`config.mk`:
```
export PLATFORM = sky130hd
export DESIGN_NAME = ddr3_frame_master
export DESIGN_NICKNAME = d
export VERILOG_FILES = /design/src/rtl/ddr3_pkg.sv /design/src/rtl/sync_fifo.sv /design/src/rtl/ddr3_frame_master.sv
export SDC_FILE = /design/constraint.sdc
export NUM_CORES = 1
export LEC_CHECK = 0
export ABC_AREA = 1
export CORE_ASPECT_RATIO = 1.4
export CORE_MARGIN = 2
export CORE_UTILIZATION = 56
export CTS_CLUSTER_DIAMETER = 50
export DETAILED_ROUTE_END_ITERATION = 10
export GPL_TIMING_DRIVEN = 0
export PLACE_DENSITY = 0.95
export SETUP_SLACK_MARGIN = 0.05
export SLEW_MARGIN = 20
export SYNTH_ARGS = -nofsm -noshare
export SYNTH_HDL_FRONTEND = slang
export SYNTH_HIERARCHICAL = 1
export SYNTH_SLANG_ARGS = --single-unit
```
`constraint.sdc`:
```
create_clock -name clk -period 4.8 [get_ports clk]
set_input_delay 1.2 -clock clk [delete_from_list [all_inputs] [get_ports clk]]
set_output_delay 1.2 -clock clk [all_outputs]
set_load 0.01 [all_outputs]
```
`src/rtl/ddr3_pkg.sv`:
```
// Shared types for the DDR3 frame master: FSM encoding, sample width, index sizing.
// No logic; latency and backpressure are defined by the modules that import it.
package ddr3_pkg;

  localparam int SAMPLE_W = 16;

  typedef enum logic [1:0] {
    ST_IDLE  = 2'd0,
    ST_WRITE = 2'd1,
    ST_READ  = 2'd2,
    ST_DRAIN = 2'd3
  } state_t;

  // Index counter width; a one-sample frame still needs a 1-bit counter.
  function automatic int idx_w(input int n);
    return (n > 1) ? $clog2(n) : 1;
  endfunction

endpackage

```
`src/rtl/sync_fifo.sv`:
```
// Synchronous FIFO with show-ahead head; pop_data is valid in the same cycle as !empty.
// Push while full is dropped unless a pop happens in the same cycle; the writer must respect count.
module sync_fifo #(
  parameter int WIDTH = 16,
  parameter int DEPTH = 4
) (
  input  logic                         clk,
  input  logic                         reset_n,
  input  logic                         push,
  input  logic [WIDTH-1:0]             push_data,
  input  logic                         pop,
  output logic [WIDTH-1:0]             pop_data,
  output logic                         empty,
  output logic [$clog2(DEPTH+1)-1:0]   count
);

  localparam int AW = (DEPTH > 1) ? $clog2(DEPTH) : 1;
  localparam int CW = $clog2(DEPTH + 1);
  localparam logic [AW-1:0] LAST_PTR = AW'(DEPTH - 1);
  localparam logic [CW-1:0] FULL_CNT = CW'(DEPTH);

  logic [WIDTH-1:0] mem [DEPTH];
  logic [AW-1:0]    wr_ptr, rd_ptr;
  logic             full, do_push, do_pop;

  assign empty    = (count == '0);
  assign full     = (count == FULL_CNT);
  assign do_pop   = pop && !empty;
  assign do_push  = push && (!full || do_pop);
  assign pop_data = empty ? '0 : mem[rd_ptr];

  always_ff @(posedge clk) begin
    if (do_push) mem[wr_ptr] <= push_data;
  end

  always_ff @(posedge clk) begin
    if (!reset_n) begin
      wr_ptr <= '0;
      rd_ptr <= '0;
      count  <= '0;
    end else begin
      if (do_push) wr_ptr <= (wr_ptr == LAST_PTR) ? '0 : wr_ptr + AW'(1);
      if (do_pop)  rd_ptr <= (rd_ptr == LAST_PTR) ? '0 : rd_ptr + AW'(1);
      case ({do_push, do_pop})
        2'b10:   count <= count + CW'(1);
        2'b01:   count <= count - CW'(1);
        default: count <= count;
      endcase
    end
  end

endmodule

```
`src/rtl/ddr3_frame_master.sv`:
```
// Streams one frame of samples into DDR, then reads it back in order; write command one cycle after in handshake.
// ddr_waitrequest holds command/address/data; reads throttle so outstanding reads plus buffered words stay within RD_DEPTH.
module ddr3_frame_master
  import ddr3_pkg::*;
#(
  parameter logic [31:0] BASE_ADDR = 32'd0,
  parameter int          FRAME_LEN = 256,
  parameter int          RD_DEPTH  = 4
) (
  input  logic                       clk,
  input  logic                       reset_n,
  input  logic                       enable,
  input  logic signed [SAMPLE_W-1:0] in_data,
  input  logic                       in_valid,
  output logic                       in_ready,
  output logic signed [SAMPLE_W-1:0] out_data,
  output logic                       out_valid,
  input  logic                       out_ready,
  output logic                       out_last,
  output logic                       frame_done,
  output logic                       busy,
  output logic [31:0]                ddr_addr,
  output logic                       ddr_read,
  output logic                       ddr_write,
  output logic signed [SAMPLE_W-1:0] ddr_writedata,
  input  logic                       ddr_waitrequest,
  input  logic signed [SAMPLE_W-1:0] ddr_readdata,
  input  logic                       ddr_readdatavalid
);

  localparam int            IW        = idx_w(FRAME_LEN);
  localparam int            CW        = $clog2(RD_DEPTH + 1);
  localparam logic [IW-1:0] LAST_IDX  = IW'(FRAME_LEN - 1);
  localparam logic [CW:0]   DEPTH_LIM = (CW + 1)'(RD_DEPTH);

  function automatic logic [IW-1:0] bump(input logic [IW-1:0] idx);
    return (idx == LAST_IDX) ? '0 : idx + IW'(1);
  endfunction

  state_t        state, state_nxt;
  logic [IW-1:0] wr_idx, rd_idx, out_idx;
  logic [31:0]   wr_addr;
  logic [CW-1:0] pending, fifo_count;
  logic          wr_final;
  logic          in_hs, wr_acc, rd_acc, fifo_push, fifo_pop, fifo_empty, last_hs;

  assign busy      = (state != ST_IDLE);
  assign in_ready  = (state == ST_WRITE) && !wr_final && (!ddr_write || !ddr_waitrequest);
  assign in_hs     = in_valid && in_ready;
  assign wr_acc    = ddr_write && !ddr_waitrequest;
  // Occupancy only shrinks while a read waits, so this combinational command stays stable under stall.
  assign ddr_read  = (state == ST_READ) && (({1'b0, pending} + {1'b0, fifo_count}) < DEPTH_LIM);
  assign rd_acc    = ddr_read && !ddr_waitrequest;
  assign ddr_addr  = (state == ST_READ) ? BASE_ADDR + 32'(rd_idx) : wr_addr;
  assign fifo_push = ddr_readdatavalid && ((state == ST_READ) || (state == ST_DRAIN));
  assign out_valid = !fifo_empty;
  assign fifo_pop  = out_valid && out_ready;
  assign out_last  = out_valid && (out_idx == LAST_IDX);
  assign last_hs   = fifo_pop && out_last;

  always_comb begin
    state_nxt = state;
    case (state)
      ST_IDLE:  if (enable) state_nxt = ST_WRITE;
      ST_WRITE: if (wr_acc && wr_final) state_nxt = ST_READ;
      ST_READ:  if (rd_acc && (rd_idx == LAST_IDX)) state_nxt = ST_DRAIN;
      ST_DRAIN: if (last_hs) state_nxt = ST_IDLE;
      default:  state_nxt = ST_IDLE;
    endcase
  end

  always_ff @(posedge clk) begin
    if (!reset_n) begin
      state         <= ST_IDLE;
      wr_idx        <= '0;
      rd_idx        <= '0;
      out_idx       <= '0;
      wr_addr       <= '0;
      wr_final      <= 1'b0;
      pending       <= '0;
      ddr_write     <= 1'b0;
      ddr_writedata <= '0;
      frame_done    <= 1'b0;
    end else begin
      state      <= state_nxt;
      frame_done <= last_hs;
      // wr_final marks the last sample sitting in the write register until DDR takes it.
      if (in_hs) begin
        ddr_write     <= 1'b1;
        ddr_writedata <= in_data;
        wr_addr       <= BASE_ADDR + 32'(wr_idx);
        wr_idx        <= bump(wr_idx);
        if (wr_idx == LAST_IDX) wr_final <= 1'b1;
      end else if (wr_acc) begin
        ddr_write <= 1'b0;
        wr_final  <= 1'b0;
      end
      if (rd_acc)   rd_idx  <= bump(rd_idx);
      if (fifo_pop) out_idx <= bump(out_idx);
      if (rd_acc && !fifo_push)      pending <= pending + CW'(1);
      else if (!rd_acc && fifo_push) pending <= pending - CW'(1);
    end
  end

  sync_fifo #(
    .WIDTH (SAMPLE_W),
    .DEPTH (RD_DEPTH)
  ) u_rd_fifo (
    .clk       (clk),
    .reset_n   (reset_n),
    .push      (fifo_push),
    .push_data (ddr_readdata),
    .pop       (fifo_pop),
    .pop_data  (out_data),
    .empty     (fifo_empty),
    .count     (fifo_count)
  );

endmodule

```
==> metrics.yaml <==
yosys:
  synth.largest_area_cell: "edfxtp_1"
  synth_top_cells_by_area: "edfxtp_1 33%, dfxtp_1 22%, nor2_1 7.1%, nand2_1 6.3%, a21oi_1 5.4%"
  avgSynthCellArea_um2: 9.02
  ys_ff_latch: 129
  synth_flop_cell: "dfxtp_1"
  synth.distinct_cells: 37
  synthTopCellsByCount: "110 x nor2_1, 98 x nand2_1, 65 x dfxtp_1"
  synth_top_area_share_pct: 32.8
  ys_async_sr_fraction_pct: 0
  synth_edf_count: 64
  ys_seq_area_share_pct: 55.1
  ys.warnings.count: 6
  yosysMostFrequentCell: "nor2_1"
  syn-cell-area_um2: 5850
  synthCells: 649
power:
  p_sw_w: 0.00105
  power.density_nw_per_um2: 471
  p_leak_nw: 2.95
  cellInternalPower_w: 0.00251
  comb_power_share_pct: 27.4
  switching_share_pct: 29.4
  pwr-share-clk_pct: 34.9
  seqPwrFrac_pct: 37.7
  p_total_w: 0.00356
  vdd_ir_drop_max_uv: 292
setup_path:
  path_cells: "clkdlybuf4s50_1 -> nand2_1 -> inv_1 -> nor2_4 -> clkdlybuf4s50_1"
  start_kind: "primary input"
  cpPeakStageDelay_ns: 0.55
  worstPathBufferInverterCount: 3
  cp_slowest_cell: "clkdlybuf4s50_1"
  path_delay_family: "buffers and inverters"
  path_class: "primary input to primary output"
  required_ns: 3.60
  crit_top_cell: "clkdlybuf4s50_1"
  arrival_ns: 2.62
  r2r_slack_ns: 2.24
  crit_path_max_fanout: 3
  cp-end-kind: "primary output"
sta:
  finalSetupViolCount: 0
  fin_worst_skew_ns: 0.00830
  tightest_slew_ns: 0.937
  slew_headroom_pct: 37.5
  hold_viol_final: 0
  rsz0062_at_grt: "no"
  setup_tns_ns: 0
  drv_slew: 0
  period_share_pct: 79.6
  period_needed_ns: 3.82
  fmax_mhz: 262
cts:
  cts.htree.levels: 4
  root_buffer: "clkbuf_16"
  cts_buffer_depth: 2
  cts_tree: "yes"
  hold_buffers: 0
  cts_setup_buffers: 0
  clock-sinks: 129
  cts_buffers: 17
  clkTransAtPathRegs_ns: 0.05
  post_cts_resized: 0
  clock_latency_ns: 0.41
floorplanning:
  die_w_um: 90.4
  ios: 110
  start_util_pct: 56.9
  rows: 44
  dieArea_um2: 11300
  core_area_um2: 10300
  die_height_um: 125
final_layout:
  seq_area_um2: 3220
  multi_input_area_um2: 2170
  areaGrowthSynthToFinish_pct: 29.1
  final_area_um2: 7550
  fillers: 647
  num_antenna_cells: 0
  drive_above_1_share_pct: 13.2
  nNetsFinal: 833
hold_path:
  hp-class: "register to register"
placement:
  place_congestion: 0.881
  place_area_um2: 6970
  dp_hpwl_mm: 9.21
  numPortBuffers: 85
job:
  maxCapViolations: 0
route:
  avgViaCountPerCell: 5.15
  wire_per_inst_um: 14.5
  ant_nets: 0
  drc: 0
  wl_mm: 13.5
  via_count: 4774
  drtIter0Drc: 320
  firstDrtPassIters: 4
status:
  status: "finished, final reports clean"
global_route:
  globalRouteTotalUtil_pct: 24.7
  antenna_found_initial: 0
  gr-total-overflow: 0
  grt_pass1_vias: 4827
  grt_max_degree: 17
  grt_pass1_wl_mm: 22.1
-- worst min-delay path: stages (launching register included) --
cell	delay [ns]
dfxtp_1	0.30
inv_1	0.04
a21oi_1	0.05
-- metal layers --
metal  global-route usage (%)  wire length, µm  vias up
li1                         -                -     2334
met1                     26.4             4860     2177
met2                     45.7             7350      229
met3                     6.20              967       34
met4                     10.9              303        0
met5                        0                0        -
-- cells by family after synthesis --
kind of cell	Yosys count	share of synthesized area, %
simple gates	256	18.9
compound gates	131	11.7
flops	129	55.1
buf+inv	109	9.43
fa+ha+maj	18	4.10
xor+xnor	5	0.748
other cells	1	0.0641
-- layout make-up --
cell class	instances	area share (%)
Clock buffer	26	6.61
Sequential cell	129	42.7
Inverter	61	3.10
Multi-Input combinational cell	434	28.8
Buffer	48	4.21
Tap cell	138	2.29
Timing Repair Buffer	85	11.3
Clock inverter	6	1.09
-- cell usage in the layout (no fill, tap or decap), types with 17 or more instances in the layout --
| cell | n |
|---|---|
| a21oi_1 | 63 |
| buf_4 | 29 |
| clkbuf_16 | 17 |
| clkdlybuf4s50_1 | 85 |
| conb_1 | 24 |
| dfxtp_1 | 65 |
| edfxtp_1 | 64 |
| inv_1 | 55 |
| nand2_1 | 98 |
| nor2_1 | 106 |
| o21ai_0 | 53 |
-- power by group through the flow --
stage | combinational, W | clock, W | sequential (W)
final | 0.000976 | 0.00124 | 0.00134
after global routing | 0.00108 | 0.00131 | 0.00135
after detailed placement | 0.000961 | 0 | 0.00136
after CTS | 0.000974 | 0.00125 | 0.00134
after floorplan | 0.000568 | 0 | 0.00135
after global placement | 0.000919 | 0 | 0.00135
-- through the flow --
| stage | cells | hold WS, ns | util (%) | setup slack, ns |
|---|---|---|---|---|
| after CTS | 927 | 0.446 | 73.4 | 0.968 |
| after detailed placement | 895 | 0.438 | 67.7 | 1.01 |
| after global placement | 895 | 0.434 | 67.6 | 1.04 |
| final | 927 | 0.445 | 73.4 | 0.979 |
| after global routing | 927 | 0.472 | 73.4 | 0.928 |
| after floorplan | 672 | 0.425 | - | 2.15 |
-- state kept, by name, indices dropped and copies added (netlist names), named ones only --
name / flops
u_rd_fifo/mem: 64
ddr_writedata: 16
out_idx: 8
rd_idx: 8
wr_addr: 8
wr_idx: 8
pending: 3
u_rd_fifo/count: 3
state: 2
u_rd_fifo/rd_ptr: 2
u_rd_fifo/wr_ptr: 2
ddr_write: 1
frame_done: 1
wr_final: 1
-- final timing paths --
check	start	endpoint	cells past startpoint
hold reg to reg	out_idx[7]	out_idx[7]	2
setup / recovery	ddr_waitrequest	in_ready	5
setup reg to reg	state[0]	pending[2]	14
hold / removal	out_idx[7]	out_idx[7]	2
No activity file was read; power rests on OpenSTA's default activity.
